==> src/rtl/ber_meter.sv <==
// ----------------------------------------------------------------------------
// ber_meter
//
// Bit-error-rate meter for the PRBS receive chain. The sliced receive bit is
// compared against a delayed copy of the local PRBS reference. In SEARCH the
// meter sweeps reference delays 0..NDELAY-1, accumulating WINDOW accepted
// strobes per candidate. It keeps the candidate with the fewest errors and
// locks to it. It locks early on any error-free window.
//
// In LOCK it keeps cumulative saturating bit/error counts. It also keeps
// checking each WINDOW of strobes, and it drops back to SEARCH when a window
// holds more than LOL_THRESH errors.
//
// Ports
//   clock        system clock
//   i_reset      asynchronous, active-high reset
//   i_enable     global enable; when low only reset and clear act
//   i_valid      symbol strobe (accepted when i_valid & i_enable & ~i_clear)
//   i_ref        PRBS reference bit
//   i_rx         sliced receive bit
//   i_clear      synchronous restart of search and counters
//   o_locked     high while in LOCK
//   o_delay      selected reference delay
//   o_min_err    error count of the best window of the last search
//   o_bit_count  bits counted while locked (saturating)
//   o_err_count  errors counted while locked (frozen with the bit count)
//   o_lol        one-cycle pulse on loss of lock
// ----------------------------------------------------------------------------
module ber_meter #(
    parameter int NDELAY     = 512,
    parameter int NB_DLY     = 9,
    parameter int WINDOW     = 511,
    parameter int NB_WIN     = 9,
    parameter int LOL_THRESH = 127,
    parameter int NB_COUNT   = 64
) (
    input  logic                clock,
    input  logic                i_reset,
    input  logic                i_enable,
    input  logic                i_valid,
    input  logic                i_ref,
    input  logic                i_rx,
    input  logic                i_clear,
    output logic                o_locked,
    output logic [NB_DLY-1:0]   o_delay,
    output logic [NB_WIN-1:0]   o_min_err,
    output logic [NB_COUNT-1:0] o_bit_count,
    output logic [NB_COUNT-1:0] o_err_count,
    output logic                o_lol
);

    typedef enum logic {
        SEARCH = 1'b0,
        LOCK   = 1'b1
    } state_t;

    localparam logic [NB_DLY-1:0] LAST_CAND = NB_DLY'(NDELAY - 1);
    localparam logic [NB_WIN-1:0] LAST_WIN  = NB_WIN'(WINDOW - 1);
    // One bit wider than the accumulator so a threshold above the
    // accumulator range is not silently truncated.
    localparam logic [NB_WIN:0]   LOL_LIM   = (NB_WIN + 1)'(LOL_THRESH);

    // Counters freeze once the bit count is all-ones. The error count can
    // never exceed the bit count, so one test covers both counters.
    function automatic logic cnt_full(input logic [NB_COUNT-1:0] cnt);
        return &cnt;
    endfunction

    function automatic logic [NB_COUNT-1:0] cnt_step(input logic [NB_COUNT-1:0] cnt,
                                                     input logic              inc);
        return cnt + NB_COUNT'(inc);
    endfunction

    state_t                state_q,    state_d;
    logic [NDELAY-2:0]     sr_q,       sr_d;
    logic [NB_DLY-1:0]     cand_q,     cand_d;
    logic [NB_WIN-1:0]     win_acc_q,  win_acc_d;
    logic [NB_WIN-1:0]     win_cnt_q,  win_cnt_d;
    logic [NB_WIN-1:0]     best_err_q, best_err_d;
    logic [NB_DLY-1:0]     best_dly_q, best_dly_d;
    logic [NB_DLY-1:0]     delay_q,    delay_d;
    logic [NB_WIN-1:0]     min_err_q,  min_err_d;
    logic [NB_COUNT-1:0]   bit_cnt_q,  bit_cnt_d;
    logic [NB_COUNT-1:0]   err_cnt_q,  err_cnt_d;
    logic                  lol_q,      lol_d;

    logic                  accept;
    logic [NDELAY-1:0]     taps;
    logic [NB_DLY-1:0]     sel_dly;
    logic                  err_bit;
    logic [NB_WIN-1:0]     total;
    logic                  win_end;
    logic                  better;
    logic [NB_WIN-1:0]     upd_best_err;
    logic [NB_DLY-1:0]     upd_best_dly;

    // A clear discards a same-cycle strobe entirely, including the shift.
    assign accept  = i_valid & i_enable & ~i_clear;

    // taps[d] is the reference delayed by d accepted strobes; tap 0 is the
    // live reference bit.
    assign taps    = {sr_q, i_ref};
    assign sel_dly = (state_q == LOCK) ? delay_q : cand_q;
    assign err_bit = i_rx ^ taps[sel_dly];

    // Window total including the current strobe's error.
    assign total   = win_acc_q + NB_WIN'(err_bit);
    assign win_end = (win_cnt_q == LAST_WIN);

    // Best-so-far including the window that is closing now. The comparison
    // is strict, so on a tie the lower delay is kept.
    assign better       = (total < best_err_q);
    assign upd_best_err = better ? total  : best_err_q;
    assign upd_best_dly = better ? cand_q : best_dly_q;

    always_comb begin
        state_d    = state_q;
        sr_d       = sr_q;
        cand_d     = cand_q;
        win_acc_d  = win_acc_q;
        win_cnt_d  = win_cnt_q;
        best_err_d = best_err_q;
        best_dly_d = best_dly_q;
        delay_d    = delay_q;
        min_err_d  = min_err_q;
        bit_cnt_d  = bit_cnt_q;
        err_cnt_d  = err_cnt_q;
        lol_d      = 1'b0;

        if (i_clear) begin
            // The delay line and the last search result are deliberately
            // kept.
            state_d    = SEARCH;
            cand_d     = '0;
            win_acc_d  = '0;
            win_cnt_d  = '0;
            best_err_d = '1;
            bit_cnt_d  = '0;
            err_cnt_d  = '0;
        end else if (accept) begin
            sr_d      = taps[NDELAY-2:0];
            win_acc_d = total;
            win_cnt_d = win_cnt_q + NB_WIN'(1);

            case (state_q)
                SEARCH: begin
                    if (win_end) begin
                        win_acc_d = '0;
                        win_cnt_d = '0;
                        if (total == '0) begin
                            // Error-free window: no later candidate can
                            // beat it, so lock at once.
                            delay_d   = cand_q;
                            min_err_d = '0;
                            state_d   = LOCK;
                        end else begin
                            best_err_d = upd_best_err;
                            best_dly_d = upd_best_dly;
                            if (cand_q == LAST_CAND) begin
                                delay_d   = upd_best_dly;
                                min_err_d = upd_best_err;
                                state_d   = LOCK;
                            end else begin
                                cand_d = cand_q + NB_DLY'(1);
                            end
                        end
                    end
                end

                LOCK: begin
                    if (!cnt_full(bit_cnt_q)) begin
                        bit_cnt_d = cnt_step(bit_cnt_q, 1'b1);
                        err_cnt_d = cnt_step(err_cnt_q, err_bit);
                    end
                    if (win_end) begin
                        win_acc_d = '0;
                        win_cnt_d = '0;
                        if ({1'b0, total} > LOL_LIM) begin
                            // The cumulative counters survive a re-search.
                            lol_d      = 1'b1;
                            state_d    = SEARCH;
                            cand_d     = '0;
                            best_err_d = '1;
                        end
                    end
                end

                default: state_d = SEARCH;
            endcase
        end
    end

    always_ff @(posedge clock or posedge i_reset) begin
        if (i_reset) begin
            state_q    <= SEARCH;
            sr_q       <= '0;
            cand_q     <= '0;
            win_acc_q  <= '0;
            win_cnt_q  <= '0;
            best_err_q <= '1;
            best_dly_q <= '0;
            delay_q    <= '0;
            min_err_q  <= '1;
            bit_cnt_q  <= '0;
            err_cnt_q  <= '0;
            lol_q      <= 1'b0;
        end else begin
            state_q    <= state_d;
            sr_q       <= sr_d;
            cand_q     <= cand_d;
            win_acc_q  <= win_acc_d;
            win_cnt_q  <= win_cnt_d;
            best_err_q <= best_err_d;
            best_dly_q <= best_dly_d;
            delay_q    <= delay_d;
            min_err_q  <= min_err_d;
            bit_cnt_q  <= bit_cnt_d;
            err_cnt_q  <= err_cnt_d;
            lol_q      <= lol_d;
        end
    end

    assign o_locked    = (state_q == LOCK);
    assign o_delay     = delay_q;
    assign o_min_err   = min_err_q;
    assign o_bit_count = bit_cnt_q;
    assign o_err_count = err_cnt_q;
    assign o_lol       = lol_q;

endmodule

==> config.mk <==
export PLATFORM = sky130hd
export DESIGN_NAME = ber_meter
export DESIGN_NICKNAME = d
export VERILOG_FILES = /design/src/rtl/ber_meter.sv
export SDC_FILE = /design/constraint.sdc
export NUM_CORES = 2
export LEC_CHECK = 0
export ABC_AREA = 1
export ABC_CLOCK_PERIOD_IN_PS = 29400
export CORE_MARGIN = 10
export CORE_UTILIZATION = 35
export DETAILED_ROUTE_END_ITERATION = 12
export DONT_BUFFER_PORTS = 1
export PLACE_DENSITY = 0.5
export SYNTH_ARGS = -nofsm -noshare
export SYNTH_HDL_FRONTEND = slang
export SYNTH_SLANG_ARGS = --single-unit
==> constraint.sdc <==
create_clock -name clock -period 29.4 [get_ports clock]
set_input_delay 4.41 -clock clock [delete_from_list [all_inputs] [get_ports clock]]
set_output_delay 4.41 -clock clock [all_outputs]
set_load 0.005 [all_outputs]
Word level (Yosys, flattened, before mapping)
Cells that the tools add are included.
- register bits: 704
- latch bits: 0
- bits in writable memories: 0
- memory bits (read-only): 0
- input port bits: 7
- output and inout port bits: 148
- memories kept: 0
- add/subtract/negate cells: 5
- multipliers: 0
- div/mod/pow operators: 0
- magnitude comparators: 3
- equal/unequal tests: 8
- shift-type cells: 0
- multiplexer cells: 51
- bitwise gates (word level): 6
- reduce and logical (&&, ||, !) cells: 11
- operator list (operator ; number):
    two-way mux 64 bit ; 8
    two-way mux 9 bit ; 26
    adder 64 x 1 -> 64 bit ; 1
    adder 64 x 1 -> 64 bit, second input constant ; 1
    AND reduction 64 bit ; 1
    one-hot mux 9 bit (2 select lines) ; 2
    adder 9 x 1 -> 9 bit, second input constant ; 2
    equality test 9 bit, second input constant ; 2
    AND reduction 5 bit ; 3
    two-way mux 1 bit ; 13
    < comparator 9 x 10 -> 1 bit, second input constant ; 1
    adder 9 x 1 -> 9 bit ; 1
    binary-select mux 1 bit (select 9 bit) ; 1
    > comparator 9 x 7 -> 1 bit, second input constant ; 1
    logical NOT 9 bit ; 1
    < comparator 9 bit ; 1
    != test 3 bit, second input constant ; 3
    != test 3 x 2 -> 1 bit, second input constant ; 2
    AND reduction 6 bit ; 1
    nonzero test 2 bit ; 3
    NOT 1 bit ; 3
    AND reduction 3 bit ; 1
    AND 1 bit ; 2
    != test 2 bit, second input constant ; 1
    other kinds (3) ; 3

Depth between registers and ports, before layout
- word-level depth: 12
- depth in mapped cells: 38
- mapped depth without buffers: 36

Least setup slack after synthesis
No wires, ideal clock.
- kind: input to register
- from: input i_ref
- to: register min_err_q[5] (netlist: o_min_err[5])
- setup time: 0.060 ns
- arrival time: 7.428 ns
- slack: 21.911 ns
- stages: 31
- buffers on the path: 1
- cells stage by stage: nand2_1 -> nand3_1 -> nand3_1 -> nand3_1 -> nand3_1 -> nand3_1 -> nand3_1 -> nand3_1 -> nand3_1 -> nand2_1 -> nand2_1 -> nand2_1 -> ha_1 -> ha_1 -> and3_4 -> xor2_2 -> inv_2 -> ha_1 -> nand2_1 -> nor2_1 -> nor2_1 -> o211ai_1 -> a21oi_1 -> o21ai_0 -> nand3_1 -> nand3b_1 -> nand2_2 -> buf_2 -> nand2_1 -> a21o_1 -> nand2_1
- word-level cells in the longest chain between the ends: 8
- elaborated cells between the ends (all ways): 11
- ends and longest elaborated chain (item ; RTL line ; source):
    start, declared ; 41 ; input logic i_ref,
    binary-select mux 1 bit (select 9 bit) (*) ; 104 ; assign err_bit = i_rx ^ taps[sel_dly];
    two-way mux 1 bit (not written as such) (*) ; 104 ;
    bitwise XOR 1 bit (*) ; 104 ;
    adder 9 x 1 -> 9 bit (*) ; 107 ; assign total = win_acc_q + NB_WIN'(err_bit);
    < comparator 9 bit ; 112 ; assign better = (total < best_err_q);
    two-way mux 9 bit ; 113 ; assign upd_best_err = better ? total : best_err_q;
    two-way mux 9 bit ; 159 ; if (cand_q == LAST_CAND) begin
    two-way mux 9 bit ; 150 ; if (total == '0) begin
    end signal, assigned ; 216 ; min_err_q <= min_err_d;
    end, declared ; 82 ; logic [NB_WIN-1:0] min_err_q, min_err_d;
Mark *: on every way between the ends. The rest lies on a longest branch, timed or not. The select of a mux whose other input is x is not followed.
A chain may end at the register's enable or synchronous reset.

Worst setup path in the final report
- from: input i_ref
- to: register best_err_q[7]
- word-level cells in the longest chain between the ends: 11
- elaborated cells between the ends (all ways): 16
- ends and longest elaborated chain (item ; RTL line ; source):
    binary-select mux 1 bit (select 9 bit) (*) ; 104 ;
    two-way mux 1 bit (not written as such) (*) ; 104 ;
    bitwise XOR 1 bit (*) ; 104 ;
    adder 9 x 1 -> 9 bit (*) ; 107 ;
    < comparator 9 bit ; 112 ;
    two-way mux 9 bit ; 113 ;
    two-way mux 9 bit ; 150 ;
    two-way mux 9 bit ; 147 ; if (win_end) begin
    one-hot mux 9 bit (2 select lines) ; 145 ; case (state_q)
    two-way mux 9 bit ; 140 ; end else if (accept) begin
    two-way mux 9 bit ; 130 ; if (i_clear) begin
    end signal, assigned ; 213 ; best_err_q <= best_err_d;
    end, declared ; 79 ; logic [NB_WIN-1:0] best_err_q, best_err_d;
Marked as above.

==> flow_summary.toml <==
[status]
outcome = "finished, final reports clean"

[clock_network]
cts.reportedPaths.clkPinSlew_ps = 60
cts_buffers = 82
cts_hold_buffers = 0
postCtsSetupBuffers = 0
cts_max_path_buffers = 3
cts_tree = "built"
clock_sinks = 704
htree_levels = 3
cts_resized = 0
cts-root-buf = "clkbuf_16"
insertion_delay_ps = 650

[sta]
fin_crit_ps = 8400
finalHoldViolations = 0
whs_ps = 476
fin_crit_sh_pct = 28.6
setup_viol = 0
finClkSkew_ps = 25.8
tightest_slew_ps = 1120
rsz0062_at_grt = "false"
clock.fmax_ghz = 0.119
finalMaxSlewViolations = 0
fin_setup_tns_ps = 0
maxSlewHeadroom_pct = 25.4

[placement]
port_buffers = 0
place_congestion = 0.909
placedCellCount = 6028
dp_hpwl_um = 64800

[route]
vias = 31316
drt-initial-drc-count = 2844
firstDrtPassIters = 7
routed_wirelength_um = 109000
vias_per_cell = 5.08
drc = 0
ant_nets = 0
wire_per_inst_um = 17.7

[floorplanning]
dieWidth_um = 342
coreArea_um2 = 103000
initial_utilization_pct = 35.2
rows = 118
dieHeight_um = 342
io_pins = 155
dieArea_um2 = 117000

[finish]
fillers = 10869
num-nets-final = 4755
final_cells = 6169
multi_input_area_um2 = 16500
drive_above_1_share_pct = 5.14
seq_area_um2 = 17600
area_delta_synth_final_pct = 9.36
antenna_cells = 0

[setup_path]
path_buf_inv = 2
cp_max_fo = 24
reg2reg_to = "best_err_q[7]"
required_ps = 29990
r2r_slack_ps = 21150
setup.worst_path.end_class = "register"
cp_slowest_stage_delay_ps = 420
crit_family = "simple AND/OR/NAND/NOR gates"
reg2reg_depth = 34
worstSetupPathType = "input pin to register"
slowest_stage = "nand3b_1"
regToRegStartpoint = "o_locked"
worst_ep_arrival_time_ps = 8990
cp_common_cell = "nand3_1"
cp-start-kind = "input pin"

[power]
power_leakage_nw = 18.6
power.density_nw_per_um2 = 66.9
peakVddDrop_mv = 0.102

[global_routing]
grt_pass1_wl_um = 175000
grt_usage_pct = 18.3
antenna_found_initial = 1
grt_pass1_vias = 29886
grt-ovfl-total = 0
grt_max_degree = 196

[synth]
yosysTopAreaCellShare_pct = 47.2
syn_nets = 4899
ys_warn_count = 0
ys_seq_area_share_pct = 48.5
synth.avg_cell_area_um2 = 7.45
yosysMostFrequentCell = "nand2_1"
ys_top_cells_by_count = "nand2_1 (2196), dfrtp_1 (686), nand3_1 (590), inv_1 (240), nor2_1 (198)"
ys_seq_elements = 704
syn_area_um2 = 36300
synth_top_cell_by_area = "dfrtp_1"
synthArstFlopShare_pct = 100
synth_edf_count = 0
synth_area_leaders = "dfrtp_1 (47%), nand2_1 (23%), nand3_1 (8.1%), inv_1 (2.5%), o21ai_0 (2.3%)"
syn-instance-count = 4876
synthFlopType = "dfrtp_1"
synth_cell_types = 58

[worst_hold_path]
hold_start = "sr_q[245]"
hold_depth = 2
hold_path.class = "register to register"
worstHoldEndpoint = "sr_q[246]"

[run]
maxCapViolCount = 0
## tightest hold or removal path: cells and delay by family, from the launching register on
kind	cells	cell delay, ps
compound gates	1	60
flops	1	340
simple gates	1	50
## report_power, final
part,internal (mW),switching (mW)
clock network,0.594,0.424
registers,1.04,0.0476
logic,0.150,0.406
total,1.78,0.877
## layout by cell type (no fill, tap or decap), types with 4 or more instances in the layout
master and n:
clkbuf_16 84, nand3_1 590, o211ai_1 21, a21oi_1 68
clkinv_2 14, nor2_2 6, nor3_1 63, buf_4 32
nor4_1 32, dfrtp_1 685, buf_12 4, o21a_1 6
inv_1 238, nor3_2 7, bufinv_16 5, o31ai_1 57
nor2_1 198, nand4_1 55, xor2_1 62, nand3b_1 12
clkbuf_1 20, dfstp_2 18, xnor2_1 7, o21ai_4 4
o21ai_1 13, nand2_2 9, nor2_4 6, nand2_1 2196
a21boi_1 9, inv_2 11, o22ai_1 7, ha_1 16
o21ai_0 165, clkbuf_8 11
## logic make-up (layout without fill, tap and decap cells)
kind of cell    Yosys count  count (layout)  synth area share (%)
buf+inv                 517             430                  6.29
xor+xnor                 71              71                  1.75
simple gates           3207            3207                  37.1
compound gates          361             361                  5.79
fa+ha+maj                16              16                 0.551
flops                   704             704                  48.5
## cell type report
| class | count | area share (%) |
|---|---|---|
| Clock buffer | 115 | 5.86 |
| Clock inverter | 26 | 0.718 |
| Inverter | 253 | 2.43 |
| Multi-Input combinational cell | 3655 | 41.4 |
| Sequential cell | 704 | 44.4 |
| Tap cell | 1380 | 4.35 |
| Timing Repair Buffer | 36 | 0.806 |
## stage by stage
stage | power, mW | cell area [µm²] | utilization, % | setup WS [ps]
finish | 2.66 | 39700 | 38.4 | 21000
global route | 2.80 | 39700 | 38.4 | 20370
CTS | 2.70 | 39700 | 38.4 | 21000
detailed placement | 1.66 | 37100 | 35.9 | 20300
global placement | 1.66 | 37100 | 35.9 | 20350
floorplan | 1.52 | 36300 | - | 5280
## routing by layer
metal / wire (µm) / share of wire [%] / GRT usage, % / vias to the layer above
met2: 49900 / 46 / 29.0 / 595
met5: 13 / 0.012 / 0 / -
li1: - / - / - / 15385
met1: 51500 / 47 / 25.5 / 15158
met3: 4520 / 4.1 / 2.71 / 176
met4: 3120 / 2.9 / 5.62 / 2
## registers in the layout (all words and copies together) (netlist names), 9 cells and up
signal       flops
cand_q           9
o_min_err        9
o_err_count     64
o_bit_count     64
best_dly_q       9
o_delay          9
win_acc_q        9
win_cnt_q        9
sr_q           511
best_err_q       9
## worst max-delay path by stage
stage / from / to / slack, ps / cells past startpoint
after floorplan: i_reset / best_dly_q[0] / 5280 / 1
after global placement: i_ref / best_err_q[4] / 20350 / 31
after detailed placement: i_ref / o_min_err[6] / 20300 / 29
after CTS: i_ref / o_min_err[6] / 21000 / 29
final: i_ref / best_err_q[7] / 21000 / 31
after global routing: o_locked / best_err_q[6] / 20370 / 35
Power figures use the tool's default switching activity.
